### config.mk
export PLATFORM = sky130hd
export DESIGN_NAME = hdmi_config_sequencer
export DESIGN_NICKNAME = d
export VERILOG_FILES = /design/src/rtl/hdmi_cfg_pkg.sv /design/src/rtl/hdmi_config_rom.sv /design/src/rtl/hdmi_config_sequencer.sv
export SDC_FILE = /design/constraint.sdc
export NUM_CORES = 1
export LEC_CHECK = 0
export ABC_CLOCK_PERIOD_IN_PS = 2650
export BUFFER_PORTS_ARGS = -buffer_cell sky130_fd_sc_hd__clkbuf_2
export CORE_MARGIN = 2
export CORE_UTILIZATION = 58
export CTS_CLUSTER_SIZE = 12
export DETAILED_ROUTE_END_ITERATION = 8
export PLACE_DENSITY = 0.9
export SYNTH_ARGS = -nofsm -noshare
export SYNTH_HDL_FRONTEND = slang
export SYNTH_SLANG_ARGS = --single-unit
export TNS_END_PERCENT = 100
### constraint.sdc
create_clock -name REF_CLK -period 2.65 [get_ports REF_CLK]
set_input_delay 0.53 -clock REF_CLK [delete_from_list [all_inputs] [get_ports REF_CLK]]
set_output_delay 0.53 -clock REF_CLK [all_outputs]
set_load 0.005 [all_outputs]
### src/rtl/hdmi_cfg_pkg.sv
// Shared types and defaults for the HDMI transmitter power-up configuration sequencer.
package hdmi_cfg_pkg;

  localparam int         CFG_ENTRY_W         = 16;  // {reg, data}
  localparam int         ENTRY_IDX_W         = 4;
  localparam int         DEFAULT_NUM_ENTRIES = 14;
  localparam logic [7:0] DEFAULT_DEV_ADDR    = 8'h72;

  typedef enum logic [2:0] {
    PWRUP_WAIT = 3'd0,
    ISSUE      = 3'd1,
    WAIT_RSP   = 3'd2,
    RETRY_GAP  = 3'd3,
    NEXT       = 3'd4,
    DONE       = 3'd5,
    ERROR      = 3'd6
  } cfg_state_e;

endpackage

### src/rtl/hdmi_config_rom.sv
// Fixed (register, data) table written to the transmitter at power-up.
module hdmi_config_rom
  import hdmi_cfg_pkg::*;
(
  input  logic [ENTRY_IDX_W-1:0] idx,
  output logic [CFG_ENTRY_W-1:0] entry
);

  always_comb begin
    // NOTE: the default arm assigns entry for every index, so no latch is inferred.
    case (idx)
      4'd0:    entry = 16'h4110;
      4'd1:    entry = 16'h9803;
      4'd2:    entry = 16'h9AE0;
      4'd3:    entry = 16'h9C30;
      4'd4:    entry = 16'h9D61;
      4'd5:    entry = 16'hA2A4;
      4'd6:    entry = 16'hA3A4;
      4'd7:    entry = 16'hE0D0;
      4'd8:    entry = 16'hF900;
      4'd9:    entry = 16'h1500;
      4'd10:   entry = 16'h1630;
      4'd11:   entry = 16'h1702;
      4'd12:   entry = 16'h1846;
      4'd13:   entry = 16'hAF06;
      default: entry = 16'h0000;
    endcase
  end

endmodule

### src/rtl/hdmi_config_sequencer.sv
// Walks the HDMI transmitter configuration table over the I2C byte-write master,
// with NACK retries, a power-up wait and hot-plug / START triggered re-runs.
module hdmi_config_sequencer
  import hdmi_cfg_pkg::*;
#(
  parameter logic [7:0] DEV_ADDR         = DEFAULT_DEV_ADDR,
  parameter int         NUM_ENTRIES      = DEFAULT_NUM_ENTRIES,
  parameter int         POWERUP_CYCLES   = 1_000_000,
  parameter int         MAX_RETRY        = 3,
  parameter int         RETRY_GAP_CYCLES = 5000
) (
  input  logic                   REF_CLK,
  input  logic                   RESET_CONFIG,
  input  logic                   START,
  input  logic                   HPD,
  output logic                   CMD_VALID,
  input  logic                   CMD_READY,
  output logic [7:0]             CMD_DEV,
  output logic [7:0]             CMD_REG,
  output logic [7:0]             CMD_DATA,
  input  logic                   RSP_VALID,
  input  logic                   RSP_NACK,
  output logic                   I2C_BUSY,
  output logic                   CONFIG_DONE,
  output logic                   I2C_ERROR_LED,
  output logic [ENTRY_IDX_W-1:0] ENTRY_IDX
);

  localparam int CNT_MAX = (POWERUP_CYCLES > RETRY_GAP_CYCLES) ? POWERUP_CYCLES : RETRY_GAP_CYCLES;
  localparam int CNT_W   = $clog2(CNT_MAX + 1);
  localparam int RTY_W   = (MAX_RETRY > 0) ? $clog2(MAX_RETRY + 1) : 1;

  cfg_state_e             state;
  logic [CNT_W-1:0]       cnt;
  logic [RTY_W-1:0]       retry_cnt;
  logic                   hpd_meta, hpd_sync, hpd_prev;
  logic                   pending;
  logic [CFG_ENTRY_W-1:0] rom_entry;
  logic                   cnt_done;
  logic                   rerun;

  hdmi_config_rom u_rom (
    .idx   (ENTRY_IDX),
    .entry (rom_entry)
  );

  // The wait counter is shared: only one of the two waits can be active at a time.
  always_comb begin
    cnt_done = (state == PWRUP_WAIT) ? (cnt == CNT_W'(POWERUP_CYCLES - 1))
                                     : (cnt == CNT_W'(RETRY_GAP_CYCLES - 1));
    rerun    = pending && ((state == DONE) || (state == ERROR));
  end

  // NOTE: all state below uses non-blocking assignments so every flop samples pre-edge values.
  always_ff @(posedge REF_CLK or negedge RESET_CONFIG) begin
    if (!RESET_CONFIG) begin
      state         <= PWRUP_WAIT;
      cnt           <= '0;
      retry_cnt     <= '0;
      hpd_meta      <= 1'b0;
      hpd_sync      <= 1'b0;
      hpd_prev      <= 1'b0;
      pending       <= 1'b0;
      CMD_VALID     <= 1'b0;
      CMD_DEV       <= '0;
      CMD_REG       <= '0;
      CMD_DATA      <= '0;
      I2C_BUSY      <= 1'b1;
      CONFIG_DONE   <= 1'b0;
      I2C_ERROR_LED <= 1'b0;
      ENTRY_IDX     <= '0;
    end else begin
      hpd_meta <= HPD;
      hpd_sync <= hpd_meta;
      hpd_prev <= hpd_sync;

      // A new event wins over the clear so a trigger landing on the re-run edge is kept.
      if (START || (hpd_sync && !hpd_prev)) pending <= 1'b1;
      else if (rerun)                       pending <= 1'b0;

      case (state)
        PWRUP_WAIT, RETRY_GAP: begin
          if (cnt_done) begin
            cnt   <= '0;
            state <= ISSUE;
          end else begin
            cnt <= cnt + CNT_W'(1);
          end
        end

        ISSUE: begin
          // Payload is loaded once and then frozen until the handshake completes.
          if (!CMD_VALID) begin
            CMD_VALID           <= 1'b1;
            CMD_DEV             <= DEV_ADDR;
            {CMD_REG, CMD_DATA} <= rom_entry;
          end else if (CMD_READY) begin
            CMD_VALID <= 1'b0;
            state     <= WAIT_RSP;
          end
        end

        WAIT_RSP: begin
          if (RSP_VALID) begin
            if (!RSP_NACK) begin
              retry_cnt <= '0;
              state     <= NEXT;
            end else if (retry_cnt < RTY_W'(MAX_RETRY)) begin
              retry_cnt <= retry_cnt + RTY_W'(1);
              state     <= RETRY_GAP;
            end else begin
              state <= ERROR;
            end
          end
        end

        NEXT: begin
          if (ENTRY_IDX == ENTRY_IDX_W'(NUM_ENTRIES - 1)) begin
            state <= DONE;
          end else begin
            ENTRY_IDX <= ENTRY_IDX + ENTRY_IDX_W'(1);
            state     <= ISSUE;
          end
        end

        DONE, ERROR: begin
          if (pending) begin
            ENTRY_IDX     <= '0;
            retry_cnt     <= '0;
            CONFIG_DONE   <= 1'b0;
            I2C_ERROR_LED <= 1'b0;
            I2C_BUSY      <= 1'b1;
            state         <= ISSUE;
          end else if (state == DONE) begin
            I2C_BUSY    <= 1'b0;
            CONFIG_DONE <= 1'b1;
          end else begin
            I2C_ERROR_LED <= 1'b1;
          end
        end

        default: state <= PWRUP_WAIT;
      endcase
    end
  end

endmodule

==> flow_metrics.py, run 1 <==
metrics = {
    "grt": {
        "grt_usage_pct": 24.1,
        "grt_pass1_vias": 2232,
        "grt_max_degree": 34,
        "antenna_found_initial": 0,
        "overflow": 0,
        "grt_pass1_wl_um": 10300,
    },
    "run": {
        "max-cap-violations": 0,
    },
    "setup_path": {
        "cp_top_family": "simple AND/OR/NAND/NOR gates",
        "crit_path_max_incr_delay_ps": 590,
        "critPathLaunchType": "flip-flop",
        "cp.required_ps": 2830,
        "critPathMaxFanout": 12,
        "reg2reg_from": "state[0]$_DFFE_PN0P_",
        "critPathKind": "reg2reg",
        "reg2reg_slack_ps": 400,
        "cp_slowest_cell": "or4_4",
        "path_buf_inv": 0,
        "timing.rr.end": "cnt[16]$_DFFE_PN0N_",
        "path_cells": "or3_4 > or4_4 > a211oi_4 > a21oi_1",
        "cp_data_arrival_time_ps": 2430,
        "end_kind": "flip-flop",
        "rr_worst_depth": 4,
    },
    "power_and_ir_drop": {
        "vdd_drop_max_uv": 486,
        "powerDensity_nw_per_um2": 948,
        "p_leak_uw": 0.00139,
    },
    "clocking": {
        "clock_sinks": 53,
        "ctsHtreeMaxLevel": 2,
        "clk_latency_ps": 310,
        "clkTransAtPathRegs_ps": 100,
        "cts_made_buffers": 5,
        "cts_setup_buffers": 0,
        "cts_hold_buf": 0,
        "clockRootBuffer": "clkbuf_8",
        "cts-resized-gates": 0,
        "clock_tree.buffer_depth": 2,
        "tritoncts": "done",
    },
    "floorplanning": {
        "chipWidth_um": 75.6,
        "floorplan.initialDensity_pct": 59.3,
        "dieArea_um2": 5710,
        "chipHeight_um": 75.6,
        "rows": 26,
        "coreArea_um2": 5010,
        "pin_count": 39,
    },
    "route": {
        "drc_errors": 0,
        "vias": 2497,
        "wl_per_cell_um": 15.6,
        "wl_um": 6410,
        "detail-route-antenna-nets": 0,
        "via_per_inst": 6.08,
        "drtIter0Drc": 171,
        "first_pass_iters": 4,
    },
    "synth": {
        "ys_seq_area_share_pct": 44.7,
        "synth.top_cells.by_count": "dfrtp_1 (52), nand2_1 (39), nor2_1 (21)",
        "synth.distinct_cells": 60,
        "ys_seq_elements": 53,
        "yosysMostFrequentCell": "dfrtp_1",
        "syn_inst": 316,
        "syn_avg_cell_area_um2": 9.40,
        "synth-main-ff-cell": "dfrtp_1",
        "yosys.area.top_type": "dfrtp_1",
        "ys_top_cells_by_area": "dfrtp_1 (44%), nand2_1 (4.9%), ha_1 (3.4%)",
        "synth_warnings": 0,
        "synth_edf_count": 0,
        "syn-cell-area_um2": 2970,
        "postSynth.asyncResetShare_pct": 100,
        "synthDominantCellAreaShare_pct": 43.8,
    },
    "placement": {
        "hpwl_um": 4560,
        "globalplace.congestion": 0.966,
        "portBuffers": 33,
    },
    "sta": {
        "final-max-slew-violation-count": 0,
        "fmax_mhz": 445,
        "final-setup-viol-count": 0,
        "relSlewSlack_pct": 46.0,
        "fin_crit_sh_pct": 84.8,
        "hold_ws_ps": 290,
        "rsz0062_at_grt": "no",
        "hold_violations": 0,
        "finalSetupTns_ps": 0,
        "max_slew.worst_pin.slew_ps": 809,
        "clock_skew_ps": 9.08,
        "fin_crit_ps": 2250,
    },
    "run_status": {
        "status": "complete, no violations",
    },
    "layout": {
        "layout.nets": 355,
        "syn_to_final_growth_pct": 9.94,
        "diodes": 0,
        "drive_gt1_share_pct": 17.3,
    },
    "min_path": {
        "holdCritPathClass": "in2async",
    },
}
==> through the flow <==
stage                     total power [uW]  area, um2  setup slack, ps  util [%]  std cells
after floorplan                       2130       2990              689         -        320
after global placement                2460       3150              506      62.8        403
after detailed placement              2520       3150              410      62.8        403
after CTS                             3100       3270              411      65.2        411
after global routing                  3340       3270              308      65.2        411
final                                 3100       3270              403      65.2        411
==> cells in the final DEF (no fill, tap or decap), types with 3 or more instances in the layout <==
cell	netlist	final
a21oi_1	9	9
a31oi_1	4	4
buf_4	8	6
clkbuf_2	0	33
clkbuf_8	0	6
conb_1	1	5
dfrtp_1	52	52
ha_1	8	8
inv_1	10	10
mux2i_1	5	5
nand2_1	39	39
nand2b_1	6	6
nand3_1	9	9
nand4_1	14	14
nor2_1	21	21
nor2b_1	6	6
nor3_1	5	5
nor4_1	3	3
o211ai_1	5	5
o21a_1	4	4
o21ai_0	20	20
o31ai_1	5	5
or3_1	9	9
or4_1	3	3
xnor2_1	10	10
==> power breakdown <==
part | internal, uW | switching [uW] | total (uW)
clock | 307 | 266 | 573
sequential | 1030 | 234 | 1260
combinational | 545 | 715 | 1260
total | 1880 | 1210 | 3100
==> layer usage <==
layer / vias up / global-route usage [%] / part of all wire, %
li1: 1170 / - / -
met1: 1198 / 28.9 / 40
met2: 109 / 42.7 / 51
met3: 20 / 5.16 / 6.7
met4: 0 / 8.38 / 2.2
met5: - / 0 / 0
==> worst max-delay path by stage <==
stage / startpoint / to / slack, ps / cells past startpoint
global placement: state[0]$_DFFE_PN0P_ / cnt[5]$_DFFE_PN0N_ / 510 / 4
detailed placement: state[0]$_DFFE_PN0P_ / cnt[16]$_DFFE_PN0N_ / 410 / 4
global route: state[0]$_DFFE_PN0P_ / cnt[9]$_DFFE_PN0N_ / 310 / 4
CTS: state[0]$_DFFE_PN0P_ / cnt[9]$_DFFE_PN0N_ / 410 / 4
finish: state[0]$_DFFE_PN0P_ / cnt[16]$_DFFE_PN0N_ / 400 / 4
floorplan: state[1]$_DFFE_PN0P_ / cnt[3]$_DFFE_PN0N_ / 690 / 5
==> cell families after synthesis <==
logic type / Yosys count / synth area share [%]
AOI/OAI and AO/OA: 67 / 15.5
xor gates and xnor gates: 12 / 3.54
adders and majority gates: 8 / 3.37
buffers and inverters: 36 / 5.89
DFF: 53 / 44.7
muxes: 9 / 3.96
other: 1 / 0.126
and+or+nand+nor: 130 / 23.0
==> sequential cells by signal, indices dropped and copies added, names as in the netlist, 2 cells and up <==
signal / cells
CMD_DATA: 7
CMD_REG: 8
ENTRY_IDX: 4
cnt: 20
retry_cnt: 2
state: 3
==> worst reg2reg max path: stages, from the launching register on <==
cell      delay [ps]
dfrtp_1          510
or3_4            430
or4_4            590
a211oi_4         490
a21oi_1          110
==> area by class of cell <==
class,instances,area [um2]
clock buffers,6,82.6
clock inverters,2,37.5
fillers,412,1740
inverters,10,37.5
multi-input cells,231,1480
flip-flops and latches,53,1330
well taps,70,87.6
repair buffers,39,210
(Power assumes the default switching activity.)
==> inputs of run 2 (changes only) <==
--- a/config.mk
+++ b/config.mk
@@ -5,7 +5,7 @@
 export SDC_FILE = /design/constraint.sdc
 export NUM_CORES = 1
 export LEC_CHECK = 0
-export ABC_CLOCK_PERIOD_IN_PS = 2650
+export ABC_CLOCK_PERIOD_IN_PS = 2250
 export BUFFER_PORTS_ARGS = -buffer_cell sky130_fd_sc_hd__clkbuf_2
 export CORE_MARGIN = 2
 export CORE_UTILIZATION = 58
==> constraint.sdc (replaced) <==
create_clock -name REF_CLK -period 2.25 [get_ports REF_CLK]
set_input_delay 0.45 -clock REF_CLK [delete_from_list [all_inputs] [get_ports REF_CLK]]
set_output_delay 0.45 -clock REF_CLK [all_outputs]
set_load 0.005 [all_outputs]
==> run 2 against run 1 <==
Against the previous run: cell count rose by 1.2%; count of clock-buffer cells in the layout did not move; critical endpoint is now cnt[5]$_DFFE_PN0N_; register-to-register slack got worse by 220 ps; critical path depth did not move.
==> flow_metrics.py, run 2 (synthesis gave the netlist of run 1 again) <==
metrics = {
    "sta": {
        "max_slew.worst_pin.slew_ps": 728,
        "final-max-slew-violation-count": 0,
        "relSlewSlack_pct": 51.1,
        "fin_crit_sh_pct": 91.8,
        "finalSetupTns_ps": 0,
        "clock_skew_ps": 8.27,
        "rsz0062_at_grt": "no",
        "hold_violations": 0,
        "fmax_mhz": 484,
        "fin_crit_ps": 2070,
        "final-setup-viol-count": 0,
    },
    "floorplanning": {
        "chipWidth_um": 75.6,
        "coreArea_um2": 5010,
        "rows": 26,
        "floorplan.initialDensity_pct": 59.3,
        "dieArea_um2": 5710,
        "chipHeight_um": 75.6,
        "pin_count": 39,
    },
    "setup_path": {
        "crit_path_max_incr_delay_ps": 590,
        "path_cells": "or3_4 > or4_4 > a211oi_4 > nor2_1",
        "end_kind": "flip-flop",
        "cp_data_arrival_time_ps": 2250,
        "critPathLaunchType": "flip-flop",
        "cp_top_family": "simple AND/OR/NAND/NOR gates",
        "path_buf_inv": 0,
        "critPathKind": "reg2reg",
        "cp_slowest_cell": "or4_4",
        "critPathMaxFanout": 9,
        "cp.required_ps": 2440,
    },
    "clocking": {
        "clk_latency_ps": 310,
        "cts-resized-gates": 0,
        "ctsHtreeMaxLevel": 2,
        "cts_made_buffers": 5,
        "cts_setup_buffers": 0,
        "tritoncts": "done",
        "clkTransAtPathRegs_ps": 90,
        "cts_hold_buf": 0,
        "clock_tree.buffer_depth": 2,
        "clock_sinks": 53,
        "clockRootBuffer": "clkbuf_8",
    },
    "route": {
        "vias": 2468,
        "detail-route-antenna-nets": 0,
        "first_pass_iters": 5,
        "drtIter0Drc": 187,
        "wl_per_cell_um": 15.6,
        "drc_errors": 0,
        "via_per_inst": 5.93,
        "wl_um": 6480,
    },
    "grt": {
        "overflow": 0,
        "grt_pass1_wl_um": 10600,
        "grt_max_degree": 54,
        "grt_pass1_vias": 2328,
        "antenna_found_initial": 0,
        "grt_usage_pct": 24.4,
    },
    "layout": {
        "largest_register_ffs": 20,
        "drive_gt1_share_pct": 18.2,
        "top_regs": "cnt: 20 flops, CMD_REG: 8 flops, CMD_DATA: 7 flops",
        "diodes": 0,
        "layout.nets": 360,
        "top_register": "cnt",
        "finalNonFillerCells": 416,
        "final_common_cell": "dfrtp_1",
        "syn_to_final_growth_pct": 10.8,
        "mostFrequentLayoutCells": "dfrtp_1 (52), nand2_1 (39), clkbuf_2 (33), nor2_1 (21), o21ai_0 (20)",
    },
    "power_and_ir_drop": {
        "total_power_uw": 3650,
        "powerDensity_nw_per_um2": 1110,
        "p_leak_uw": 0.00141,
        "vdd_drop_max_uv": 545,
    },
    "run_status": {
        "status": "complete, no violations",
    },
    "placement": {
        "placedCellCount": 408,
        "hpwl_um": 4650,
        "portBuffers": 33,
        "globalplace.congestion": 0.883,
    },
    "run": {
        "max-cap-violations": 0,
    },
    "min_path": {
        "holdCritPathClass": "in2reg",
    },
}
[run 2: cell count changes in the layout (fill, tap and decap cells not counted), sizes merged]
cell	previous run	this run
buf	6	11
clkinvlp	1	0
clkinv	0	1
[run 2: power breakdown]
group / leakage (uW) / internal [uW] / switching, uW / total, uW
logic: 0.000680 / 671 / 897 / 1570
registers: 0.000675 / 1210 / 217 / 1430
clock network: 0.0000552 / 331 / 320 / 650
total: 0.00141 / 2220 / 1430 / 3650
[run 2: through the flow]
step / instance area (um2) / utilization, % / setup WS [ps] / hold WS, ps
after floorplan: 2990 / - / 289 / 154
after global placement: 3180 / 63.6 / 225 / 340
after detailed placement: 3180 / 63.6 / 187 / 346
after CTS: 3290 / 65.7 / 178 / 235
after global routing: 3290 / 65.7 / 69.2 / 238
final: 3290 / 65.7 / 184 / 243
[run 2: final timing paths]
kind | slack, ps | end | cells past startpoint | from
min in group asynchronous | 250 | CMD_DEV[1]$_DFFE_PN0P_ | 2 | RESET_CONFIG
max in group asynchronous | 1560 | cnt[7]$_DFFE_PN0N_ | 2 | RESET_CONFIG
setup / recovery | 180 | cnt[5]$_DFFE_PN0N_ | 4 | state[2]$_DFFE_PN0P_
hold / removal | 240 | hpd_meta$_DFF_PN0_ | 1 | HPD
setup reg to reg | 180 | cnt[5]$_DFFE_PN0N_ | 4 | state[2]$_DFFE_PN0P_
hold reg to reg | 360 | hpd_sync$_DFF_PN0_ | 0 | hpd_meta$_DFF_PN0_
[run 2: final cells by class]
| type | instances | area, um2 |
|---|---|---|
| fillers | 415 | 1720 |
| multi-input cells | 231 | 1480 |
| flip-flops and latches | 53 | 1330 |
| repair buffers | 44 | 248 |
| well taps | 70 | 87.6 |
| clock buffers | 6 | 72.6 |
| inverters | 10 | 37.5 |
| clock inverters | 2 | 35.0 |
[run 2: layer usage]
layer,GRT usage [%],vias up,part of all wire [%]
met5,0,-,0
met4,10.5,0,2.0
met3,5.29,15,5.9
met2,42.1,108,51
met1,29.4,1166,41
li1,-,1179,-
==> inputs of run 3 (changes only) <==
--- a/config.mk
+++ b/config.mk
@@ -5,13 +5,16 @@
 export SDC_FILE = /design/constraint.sdc
 export NUM_CORES = 1
 export LEC_CHECK = 0
+export ABC_AREA = 1
 export ABC_CLOCK_PERIOD_IN_PS = 2250
 export BUFFER_PORTS_ARGS = -buffer_cell sky130_fd_sc_hd__clkbuf_2
+export CELL_PAD_IN_SITES_DETAIL_PLACEMENT = 0
+export CELL_PAD_IN_SITES_GLOBAL_PLACEMENT = 2
 export CORE_MARGIN = 2
-export CORE_UTILIZATION = 58
+export CORE_UTILIZATION = 33
 export CTS_CLUSTER_SIZE = 12
 export DETAILED_ROUTE_END_ITERATION = 8
-export PLACE_DENSITY = 0.9
+export PLACE_DENSITY = 0.88
 export SYNTH_ARGS = -nofsm -noshare
 export SYNTH_HDL_FRONTEND = slang
 export SYNTH_SLANG_ARGS = --single-unit
==> run 3 against run 2 <==
Against the previous run: fmax is 7.2% higher; sequential power is 8% higher; critical path depth is 7 higher; largest cell class unchanged; synthesized area is 0.97% higher; cell count is 28% higher; worst hold slack worse by 130 ps; clock power is 6.0% higher.
==> flow_metrics.py, run 3 <==
metrics = {
    "synth": {
        "yosysMostFrequentCell": "nand2_1",
        "synth.area.mux_share_pct": 0,
        "syn-cell-area_um2": 3000,
        "yosys.area.top_type": "dfrtp_1",
        "synth_fa_ha_area_share_pct": 3.34,
        "postSynth.asyncResetShare_pct": 100,
        "syn_inst": 392,
        "synthDominantCellAreaShare_pct": 43.4,
        "synth.top_cells.by_count": "nand2_1 (91), dfrtp_1 (52), nor2_1 (48)",
        "synth.distinct_cells": 35,
        "synth_edf_count": 0,
        "yosys.area_share.xor_xnor_pct": 2.34,
        "ys_seq_elements": 53,
        "ys_seq_area_share_pct": 44.2,
        "synth_top_family_by_area": "simple AND/OR/NAND/NOR gates",
        "synth-main-ff-cell": "dfrtp_1",
        "synth_warnings": 0,
        "synth_simple_gate_area_share_pct": 30.2,
        "synth_compound_area_share_pct": 10.2,
        "ys_top_cells_by_area": "dfrtp_1 (43%), nand2_1 (11%), nand3_1 (6.2%)",
        "syn_avg_cell_area_um2": 7.65,
    },
    "layout": {
        "diodes": 0,
        "fin_util_pct": 38.3,
        "top_regs": "cnt: 20 flops, CMD_REG: 8 flops, CMD_DATA: 7 flops",
        "finalNonFillerCells": 534,
        "drive_gt1_share_pct": 14.1,
        "top_register": "cnt",
        "mostFrequentLayoutCells": "nand2_1 (91), dfrtp_1 (52), nor2_1 (48), inv_1 (44), nand3_1 (37)",
        "final_common_cell": "nand2_1",
        "layout.nets": 440,
        "syn_to_final_growth_pct": 12.0,
        "largest_register_ffs": 20,
    },
    "floorplanning": {
        "dieArea_um2": 9870,
        "rows": 34,
        "pin_count": 39,
        "chipHeight_um": 99.4,
        "floorplan.initialDensity_pct": 34.2,
        "chipWidth_um": 99.4,
        "coreArea_um2": 8760,
    },
    "setup_path": {
        "cp_data_arrival_time_ps": 2160,
        "critPathMaxFanout": 8,
        "cp-startpoint": "ENTRY_IDX[1]$_DFFE_PN0P_",
        "reg2reg_from": "ENTRY_IDX[1]$_DFFE_PN0P_",
        "critPathKind": "reg2reg",
        "end_kind": "flip-flop",
        "cp.required_ps": 2490,
        "critPathLaunchType": "flip-flop",
    },
    "route": {
        "wl_per_cell_um": 13.3,
        "drc_errors": 0,
        "drtIter0Drc": 95,
        "wl_um": 7120,
        "detail-route-antenna-nets": 0,
        "via_per_inst": 4.83,
        "vias": 2581,
        "first_pass_iters": 4,
    },
    "clocking": {
        "clk_latency_ps": 310,
        "clockRootBuffer": "clkbuf_8",
        "ctsHtreeMaxLevel": 2,
        "clock_sinks": 53,
        "cts_setup_buffers": 0,
        "cts-resized-gates": 0,
        "cts_hold_buf": 0,
        "tritoncts": "done",
        "clkTransAtPathRegs_ps": 100,
        "cts_made_buffers": 5,
        "clock_tree.buffer_depth": 2,
    },
    "sta": {
        "fin_crit_ps": 1930,
        "clock_skew_ps": 12.2,
        "max_slew.worst_pin.slew_ps": 549,
        "relSlewSlack_pct": 63.4,
        "fmax_mhz": 519,
        "rsz0062_at_grt": "no",
        "hold_violations": 0,
        "hold_ws_ps": 110,
        "fin_crit_sh_pct": 85.7,
        "final-setup-viol-count": 0,
        "timing.final.ws_setup_ps": 323,
        "final-max-slew-violation-count": 0,
        "finalSetupTns_ps": 0,
    },
    "power_and_ir_drop": {
        "p_seq_share_pct": 40.6,
        "vdd_drop_max_uv": 454,
        "powerDensity_nw_per_um2": 1130,
        "p_leak_uw": 0.00167,
        "switching_share_pct": 42.7,
        "switchingPower_uw": 1620,
        "p_int_uw": 2170,
        "combPwrFrac_pct": 41.3,
        "clkPwrFrac_pct": 18.2,
    },
    "grt": {
        "antenna_found_initial": 0,
        "overflow": 0,
        "grt_pass1_vias": 2489,
        "grt_pass1_wl_um": 12200,
        "grt_max_degree": 21,
        "grt_usage_pct": 15.2,
    },
    "placement": {
        "portBuffers": 33,
        "pre_cts_slack_ps": 366,
        "placedCellCount": 526,
        "hpwl_um": 5410,
        "globalplace.congestion": 0.806,
    },
    "run": {
        "max-cap-violations": 0,
    },
    "min_path": {
        "holdCritPathClass": "in2async",
    },
    "run_status": {
        "status": "complete, no violations",
    },
}
## run 3: cell count changes in the layout (fill, tap and decap cells not counted), sizes merged, moves of 8 or more
cell   delta
inv      +38
xnor2     -8
o21ai    +11
nand3    +29
nand2    +55
or3      -10
nor2     +30
## run 3: path summary, 6_finish.rpt
| check | slack [ps] | to | depth (start not counted) |
|---|---|---|---|
| worst max-delay path | 320 | ENTRY_IDX[3]$_DFFE_PN0P_ | 11 |
| worst min-delay path | 110 | cnt[13]$_DFFE_PN0N_ | 1 |
| worst max register to register | 320 | ENTRY_IDX[3]$_DFFE_PN0P_ | 11 |
| worst min register to register | 360 | hpd_sync$_DFF_PN0_ | 0 |
| max in group asynchronous | 1430 | I2C_BUSY$_DFFE_PN1P_ | 2 |
| min in group REF_CLK | 240 | hpd_meta$_DFF_PN0_ | 1 |
## run 3: final cells by class
type	instances	area, um2
fill	932	5400
inverter	48	180
sequential	53	1330
clock inverter	2	37.5
clock buffer	6	82.6
tap	108	135
timing repair buffer	37	195
multi-input combinational	280	1400
## run 3: stage by stage
stage               area (um2)  total power [uW]
CTS                       3360              3840
detailed placement        3240              3140
global route              3360              4160
floorplan                 3020              2660
finish                    3360              3790
global placement          3240              3120
## run 3: metal layers
metal	global-route usage, %	share of wire, %	vias up
li1	-	-	1321
met1	21.5	50	1210
met2	23.9	46	40
met3	2.67	2.6	10
met4	4.64	1.4	0
met5	0	0	-
## run 3: power by group through the flow
stage                     sequential (uW)  clock, uW  combinational, uW
after floorplan                      1490          0               1170
after global placement               1550          0               1570
after detailed placement             1550          0               1590
after CTS                            1540        712               1590
after global routing                 1580        752               1830
final                                1540        689               1570
## run 3: cells by family (layout without fill, tap and decap cells)
family	count (synthesis)	in the layout
compound gates	56	56
fa+ha+maj	8	8
flops	53	53
other cells	1	5
simple gates	203	203
xor+xnor	8	8
buf+inv	63	93
## run 3: worst max-delay path, stage by stage, from the launching register on
cell and delay [ps]:
dfrtp_1 530, inv_1 210, ha_1 240, nand2_1 70, inv_1 70, nand2_1 130, nand2_1 90, nand2_1 60
nand2_1 110, o21ai_0 180, inv_1 50, nor3_1 110
